[config.mk]
export PLATFORM = sky130hd
export DESIGN_NAME = lcd_nibble_sequencer
export DESIGN_NICKNAME = d
export VERILOG_FILES = /design/src/rtl/lcd_nibble_sequencer_pkg.sv /design/src/rtl/lcd_init_rom.sv /design/src/rtl/lcd_nibble_sequencer.sv
export SDC_FILE = /design/constraint.sdc
export NUM_CORES = 1
export LEC_CHECK = 0
export ABC_AREA = 1
export CORE_AREA = 3 3 106 108
export CTS_CLUSTER_DIAMETER = 100
export CTS_CLUSTER_SIZE = 40
export DETAILED_ROUTE_END_ITERATION = 8
export DIE_AREA = 0 0 109 111
export PLACE_DENSITY = 0.47
export SETUP_SLACK_MARGIN = 0.05
export SLEW_MARGIN = 0
export SYNTH_ARGS = -nofsm -noshare
export SYNTH_HDL_FRONTEND = slang
export SYNTH_HIERARCHICAL = 1
export SYNTH_SLANG_ARGS = --single-unit
[constraint.sdc]
create_clock -name clk -period 1.7 [get_ports clk]
set_input_delay 0.255 -clock clk [delete_from_list [all_inputs] [get_ports clk]]
set_output_delay 0.255 -clock clk [all_outputs]
set_load 0.1 [all_outputs]
[src/rtl/lcd_nibble_sequencer_pkg.sv]
// Shared types and constants for the 4-bit HD44780-style LCD write sequencer.
package lcd_nibble_sequencer_pkg;

    typedef enum logic [3:0] {
        ST_PWRUP,
        ST_INIT_STEP,
        ST_IDLE,
        ST_SETUP_HI,
        ST_PULSE_HI,
        ST_GAP,
        ST_SETUP_LO,
        ST_PULSE_LO,
        ST_EXEC
    } state_e;

    typedef enum logic [1:0] {
        WAIT_INIT_LONG,
        WAIT_EXEC_X3,
        WAIT_EXEC
    } wait_sel_e;

    localparam logic [7:0] FUNC_SET = 8'h28;
    localparam logic [7:0] ENTRY    = 8'h06;
    localparam logic [7:0] DISP_ON  = 8'h0C;
    localparam logic [7:0] CLEAR    = 8'h01;

    localparam int INIT_LEN   = 8;
    localparam int INIT_IDX_W = 3;

    // Clear and return-home need the long execution wait on the controller.
    function automatic logic is_clear_cmd(input logic rs, input logic [7:0] data);
        return !rs && ((data == 8'h01) || (data == 8'h02) || (data == 8'h03));
    endfunction

endpackage

[src/rtl/lcd_init_rom.sv]
// Power-on init table: index to {nibble_only, value, wait_sel}.
module lcd_init_rom
    import lcd_nibble_sequencer_pkg::*;
(
    input  logic [INIT_IDX_W-1:0] idx_i,
    output logic                  nibble_only_o,
    output logic [7:0]            value_o,
    output wait_sel_e             wait_sel_o
);

    // Nibble-only steps keep their nibble in value[7:4] so both step kinds share the high-nibble path.
    always_comb begin
        nibble_only_o = 1'b0;
        value_o       = 8'h00;
        wait_sel_o    = WAIT_EXEC;
        case (idx_i)
            3'd0: begin
                nibble_only_o = 1'b1;
                value_o       = 8'h30;
                wait_sel_o    = WAIT_INIT_LONG;
            end
            3'd1: begin
                nibble_only_o = 1'b1;
                value_o       = 8'h30;
                wait_sel_o    = WAIT_EXEC_X3;
            end
            3'd2: begin
                nibble_only_o = 1'b1;
                value_o       = 8'h30;
            end
            3'd3: begin
                nibble_only_o = 1'b1;
                value_o       = 8'h20;
            end
            3'd4:    value_o = FUNC_SET;
            3'd5:    value_o = ENTRY;
            3'd6:    value_o = DISP_ON;
            default: value_o = CLEAR;
        endcase
    end

endmodule

[src/rtl/lcd_nibble_sequencer.sv]
// Write-only 4-bit LCD sequencer: power-on init, then byte writes as two e-pulsed nibbles.
module lcd_nibble_sequencer
    import lcd_nibble_sequencer_pkg::*;
#(
    parameter int PWRUP_CYC     = 750000,
    parameter int SETUP_CYC     = 2,
    parameter int PULSE_CYC     = 12,
    parameter int GAP_CYC       = 50,
    parameter int EXEC_CYC      = 2000,
    parameter int CLEAR_CYC     = 82000,
    parameter int INIT_LONG_CYC = 205000
) (
    input  logic       clk,
    input  logic       rst,
    input  logic       req_valid,
    output logic       req_ready,
    input  logic       req_rs,
    input  logic [7:0] req_data,
    output logic       init_done,
    output logic       busy,
    output logic       lcd_e,
    output logic       lcd_rs,
    output logic       lcd_rw,
    output logic       lcd_4,
    output logic       lcd_5,
    output logic       lcd_6,
    output logic       lcd_7
);

    localparam int MAX_A   = (PWRUP_CYC > INIT_LONG_CYC) ? PWRUP_CYC : INIT_LONG_CYC;
    localparam int MAX_B   = (CLEAR_CYC > EXEC_CYC * 3) ? CLEAR_CYC : EXEC_CYC * 3;
    localparam int MAX_C   = (GAP_CYC > PULSE_CYC) ? GAP_CYC : PULSE_CYC;
    localparam int MAX_D   = (MAX_C > SETUP_CYC) ? MAX_C : SETUP_CYC;
    localparam int MAX_E   = (MAX_A > MAX_B) ? MAX_A : MAX_B;
    localparam int MAX_CYC = (MAX_E > MAX_D) ? MAX_E : MAX_D;
    localparam int CNT_W   = (MAX_CYC > 1) ? $clog2(MAX_CYC) : 1;

    state_e                state_q;
    logic [CNT_W-1:0]      cnt_q;
    logic [INIT_IDX_W-1:0] idx_q;
    logic                  init_done_q;
    logic                  nib_only_q;
    logic                  rs_q;
    logic [7:0]            data_q;
    logic                  lcd_e_q;
    logic                  lcd_rs_q;
    logic [3:0]            nib_q;

    logic                  rom_nib_only;
    logic [7:0]            rom_value;
    wait_sel_e             rom_wait;
    logic [CNT_W-1:0]      exec_load_d;
    logic                  cnt_zero;

    lcd_init_rom u_init_rom (
        .idx_i         (idx_q),
        .nibble_only_o (rom_nib_only),
        .value_o       (rom_value),
        .wait_sel_o    (rom_wait)
    );

    assign cnt_zero = (cnt_q == '0);

    // The ROM index is held through the whole step, so a nibble-only wait can be read at EXEC entry.
    always_comb begin
        exec_load_d = CNT_W'(EXEC_CYC - 1);
        if (nib_only_q) begin
            case (rom_wait)
                WAIT_INIT_LONG: exec_load_d = CNT_W'(INIT_LONG_CYC - 1);
                WAIT_EXEC_X3:   exec_load_d = CNT_W'(EXEC_CYC * 3 - 1);
                default:        exec_load_d = CNT_W'(EXEC_CYC - 1);
            endcase
        end else if (is_clear_cmd(rs_q, data_q)) begin
            exec_load_d = CNT_W'(CLEAR_CYC - 1);
        end
    end

    always_ff @(posedge clk) begin
        if (rst) begin
            state_q     <= ST_PWRUP;
            cnt_q       <= CNT_W'(PWRUP_CYC - 1);
            idx_q       <= '0;
            init_done_q <= 1'b0;
            nib_only_q  <= 1'b0;
            rs_q        <= 1'b0;
            data_q      <= 8'h00;
            lcd_e_q     <= 1'b0;
            lcd_rs_q    <= 1'b0;
            nib_q       <= 4'h0;
        end else begin
            if (!cnt_zero) begin
                cnt_q <= cnt_q - 1'b1;
            end
            case (state_q)
                ST_PWRUP: begin
                    if (cnt_zero) begin
                        state_q <= ST_INIT_STEP;
                        idx_q   <= '0;
                        cnt_q   <= '0;
                    end
                end
                ST_INIT_STEP: begin
                    nib_only_q <= rom_nib_only;
                    rs_q       <= 1'b0;
                    data_q     <= rom_value;
                    lcd_rs_q   <= 1'b0;
                    nib_q      <= rom_value[7:4];
                    state_q    <= ST_SETUP_HI;
                    cnt_q      <= CNT_W'(SETUP_CYC - 1);
                end
                ST_IDLE: begin
                    if (req_valid && req_ready) begin
                        nib_only_q <= 1'b0;
                        rs_q       <= req_rs;
                        data_q     <= req_data;
                        lcd_rs_q   <= req_rs;
                        nib_q      <= req_data[7:4];
                        state_q    <= ST_SETUP_HI;
                        cnt_q      <= CNT_W'(SETUP_CYC - 1);
                    end
                end
                ST_SETUP_HI: begin
                    if (cnt_zero) begin
                        lcd_e_q <= 1'b1;
                        state_q <= ST_PULSE_HI;
                        cnt_q   <= CNT_W'(PULSE_CYC - 1);
                    end
                end
                ST_PULSE_HI: begin
                    if (cnt_zero) begin
                        lcd_e_q <= 1'b0;
                        if (nib_only_q) begin
                            state_q <= ST_EXEC;
                            cnt_q   <= exec_load_d;
                        end else begin
                            state_q <= ST_GAP;
                            cnt_q   <= CNT_W'(GAP_CYC - 1);
                        end
                    end
                end
                ST_GAP: begin
                    if (cnt_zero) begin
                        nib_q   <= data_q[3:0];
                        state_q <= ST_SETUP_LO;
                        cnt_q   <= CNT_W'(SETUP_CYC - 1);
                    end
                end
                ST_SETUP_LO: begin
                    if (cnt_zero) begin
                        lcd_e_q <= 1'b1;
                        state_q <= ST_PULSE_LO;
                        cnt_q   <= CNT_W'(PULSE_CYC - 1);
                    end
                end
                ST_PULSE_LO: begin
                    if (cnt_zero) begin
                        lcd_e_q <= 1'b0;
                        state_q <= ST_EXEC;
                        cnt_q   <= exec_load_d;
                    end
                end
                ST_EXEC: begin
                    if (cnt_zero) begin
                        if (init_done_q) begin
                            state_q <= ST_IDLE;
                        end else if (idx_q == INIT_IDX_W'(INIT_LEN - 1)) begin
                            init_done_q <= 1'b1;
                            state_q     <= ST_IDLE;
                        end else begin
                            idx_q   <= idx_q + 1'b1;
                            state_q <= ST_INIT_STEP;
                            cnt_q   <= '0;
                        end
                    end
                end
                default: begin
                    lcd_e_q <= 1'b0;
                    state_q <= ST_PWRUP;
                    cnt_q   <= CNT_W'(PWRUP_CYC - 1);
                end
            endcase
        end
    end

    assign req_ready = (state_q == ST_IDLE) && init_done_q;
    assign busy      = !req_ready;
    assign init_done = init_done_q;
    assign lcd_e     = lcd_e_q;
    assign lcd_rs    = lcd_rs_q;
    assign lcd_rw    = 1'b0;
    assign lcd_4     = nib_q[0];
    assign lcd_5     = nib_q[1];
    assign lcd_6     = nib_q[2];
    assign lcd_7     = nib_q[3];

endmodule

==> reports/results.txt <==
Layout Skew: 0.0137 ns
Detailed-route via count: 3445
Area Growth Syn to Fin: 56.1%
DP HPWL: 7850 µm
Post-synthesis share of cell area spent on xor and xnor gates: 3.11%
Fmax: 592 MHz
Synth Warn #: 6
CTS tree: built
Yosys top cell area share: 27.8%
Starting DRT DRC Count: 156
Flops & latches, synth: 43
DRC viols: 0
Max Cap Viol: 0
Simple-gate area share of the yosys netlist: 43.3%
Core ar.: 0.0103 mm²
Worst VDD drop: 0.504 mV
Adder-cell share of the synthesized area: 2.42%
Sequential share of the synthesized area: 27.8%
Largest area contributor in the netlist: dfxtp_1
RR Endpoint: cnt_q[0]
M2 GR Usage: 29.2%
Die X: 109 µm
Met1 Use GR: 23.5%
Lkg Pwr: 2.18 nW
Post-synth EDFFs: 0
Power Total: 6.61 mW
CTS buffer count: 5
Status: completed
Row count: 37
H-tree levels: 2
GR Util met3: 2.45%
Post-Syn Instances: 495
Initial antenna violation count: 0
Count of pins over their slew limit: 0
Distinct cells, synth: 39
Crit path to: cnt_q[0]
Worst skew pair latency: 0.31 ns
Starting Density: 30.0%
Clock Sinks: 43
Die height: 111 µm
Share of synthesized registers carrying an async set or reset: 0%
RSZ-0062 raised after global routing: yes
Final Cycle Share: 99.3%
Worst-path maximum fanout: 4
Fraction of final layout cells sized beyond drive strength 1: 43.8%
Largest net degree at the start of global routing: 17
Power Density: 1370 mW/mm²
Wire length per cell: 13.8 µm
Synth area leaders: dfxtp_1 (28%), nand2_1 (16%), nor2_1 (8.5%)
Wirelength, routed: 10300 µm
Vias in the first global route: 3454
TNS Setup: 0 ns
Dpl ws: -0.125 ns
Critical Path Start: cnt_q[19]
Post-synthesis mux area share: 0%
Largest family of logic cells by synthesized area: simple AND/OR/NAND/NOR gates
Setup violators final: 0
Register area: 891 µm²
Fin. Hold Viols: 0
Clk root buf: clkbuf_8
Io pins: 22
Synth Area in Compound Gates: 12.9%
Fillers: 1023
Crit path required time: 1.89 ns
Avg Cell Area, Syn: 6.26 µm²
Fin util: 46.8%
Top_reg_cell synth: dfxtp_1
Clock transition at path regs: 0.10 ns
Post-route setup slack: 0.0113 ns
Diode count: 0
Worst Setup Start Kind: flip-flop
CP arrival: 1.88 ns
Die ar.: 0.0121 mm²
Nets: 624
Busiest grt layer: met2
R2r startpoint: cnt_q[19]
Cell area after synthesis: 0.00310 mm²
FF-to-FF path depth: 9
CTS Buffer Depth: 2
DR pass1 iterations: 4
Global route overflow: 0
Worst min-delay path class: reg2reg
Aggregate global-route resource usage: 17.6%
Crit path time final: 1.69 ns
Placer congestion estimate: 0.919
Area of the multi-input gates: 0.00234 mm²
Worst Setup Path Type: reg2reg
Antenna Nets Post-Route: 0
Post-cts hold buffer count: 0
R2R setup slack: 0.01 ns
First-pass GRT wire length: 17000 µm
CP endpoint kind: flip-flop
Hold Path Origin: data_q[5]
Vias/cell: 4.64
IO Port Bufs: 20
-- Yosys cell counts, drive strengths merged, types with 2 or more instances --
cell / n
nor3: 4
nand3: 36
o221ai: 2
ha: 6
nand2: 146
clkbuf: 3
a31oi: 5
dfxtp: 43
inv: 60
o211ai: 4
o21ai: 32
conb: 2
a21oi: 24
clkinv: 2
nand4: 11
nor2: 87
or2: 4
xor2: 9
buf: 8
xnor2: 2
-- critical path: stages, from the launching register on --
cell      delay, ns
dfxtp_1        0.34
nor2_2         0.25
nand2_4        0.08
nor2_4         0.13
nand3_4        0.14
ha_4           0.19
a21oi_2        0.10
nand2_1        0.08
nor3_2         0.16
o211ai_1       0.11
-- stage by stage --
| stage | area [µm²] | hold slack (ns) | cells |
|---|---|---|---|
| 3_5_place_dp | 4060 | 0.444 | 711 |
| 4_1_cts | 4470 | 0.460 | 735 |
| 3_3_place_gp | 4060 | 0.444 | 711 |
| 2_1_floorplan | 3130 | 0.396 | 496 |
| 6_report | 4830 | 0.456 | 743 |
| 5_1_grt | 4830 | 0.496 | 743 |
-- metal layers --
metal	share of wire (%)	wire length [µm]
met2	48	4940
met5	0	0
met1	47	4860
met3	2.8	286
met4	1.8	180
-- power breakdown --
group | switching (mW) | internal [mW] | leakage, nW
Clock | 0.437 | 0.304 | 0.0491
Combinational | 2.49 | 1.76 | 1.77
Sequential | 0.285 | 1.33 | 0.356
-- timing repair --
item                       CTS  global route
pin swaps                   26            45
buffers inserted            16             9
cloned                       0             0
gates resized for setup     59            89
hold endpoints to repair     0             0
setup endpoints to repair   33            35
-- placed cells by master (no fill, tap or decap), drive strengths merged --
master,Yosys,final
nor3,4,4
nor2,87,87
ha,6,6
a211oi,1,1
xnor2,2,2
nand4,11,11
buf,8,103
and2,1,1
o21bai,1,1
inv,60,61
a31oi,5,5
clkinv,2,3
or2,4,4
nand3,36,36
nand2,146,146
clkdlybuf4s50,0,11
o21ai,32,32
a21oi,24,24
clkinvlp,0,1
clkbuf,3,5
and3,1,1
conb,2,3
nand3b,1,1
o211ai,4,4
o221ai,2,2
xor2,9,9
dfxtp,43,43
-- registers in the layout, summed over array words and instances (netlist names) --
| register | cells |
|---|---|
| state_q | 4 |
| init_done | 1 |
| cnt_q | 20 |
| lcd_e | 1 |
| idx_q | 3 |
| lcd_rs | 1 |
| data_q | 8 |
| nib_only_q | 1 |
| nib_q | 4 |
-- cell type report --
type | count | share of cell area [%]
Multi-Input combinational cell | 380 | 48.5
Timing Repair Buffer | 114 | 22.6
Sequential cell | 43 | 18.4
Inverter | 62 | 5.02
Tap cell | 136 | 3.52
Clock buffer | 5 | 1.42
Clock inverter | 3 | 0.544
-- worst min-delay path by stage --
stage | slack, ns | endpoint | depth (start not counted)
floorplan | 0.40 | lcd_rs | 2
global placement | 0.44 | data_q[6] | 2
detailed placement | 0.44 | data_q[5] | 2
CTS | 0.46 | data_q[5] | 2
global route | 0.50 | data_q[4] | 2
finish | 0.46 | data_q[5] | 2
-- cells by family after synthesis --
logic type                 Yosys count
and+or+nand+nor                    291
buffers and inverters               73
AOI/OAI and AO/OA                   69
DFF                                 43
xor gates and xnor gates            11
adders and majority gates            6
other                                2
Power figures use the tool's default switching activity.
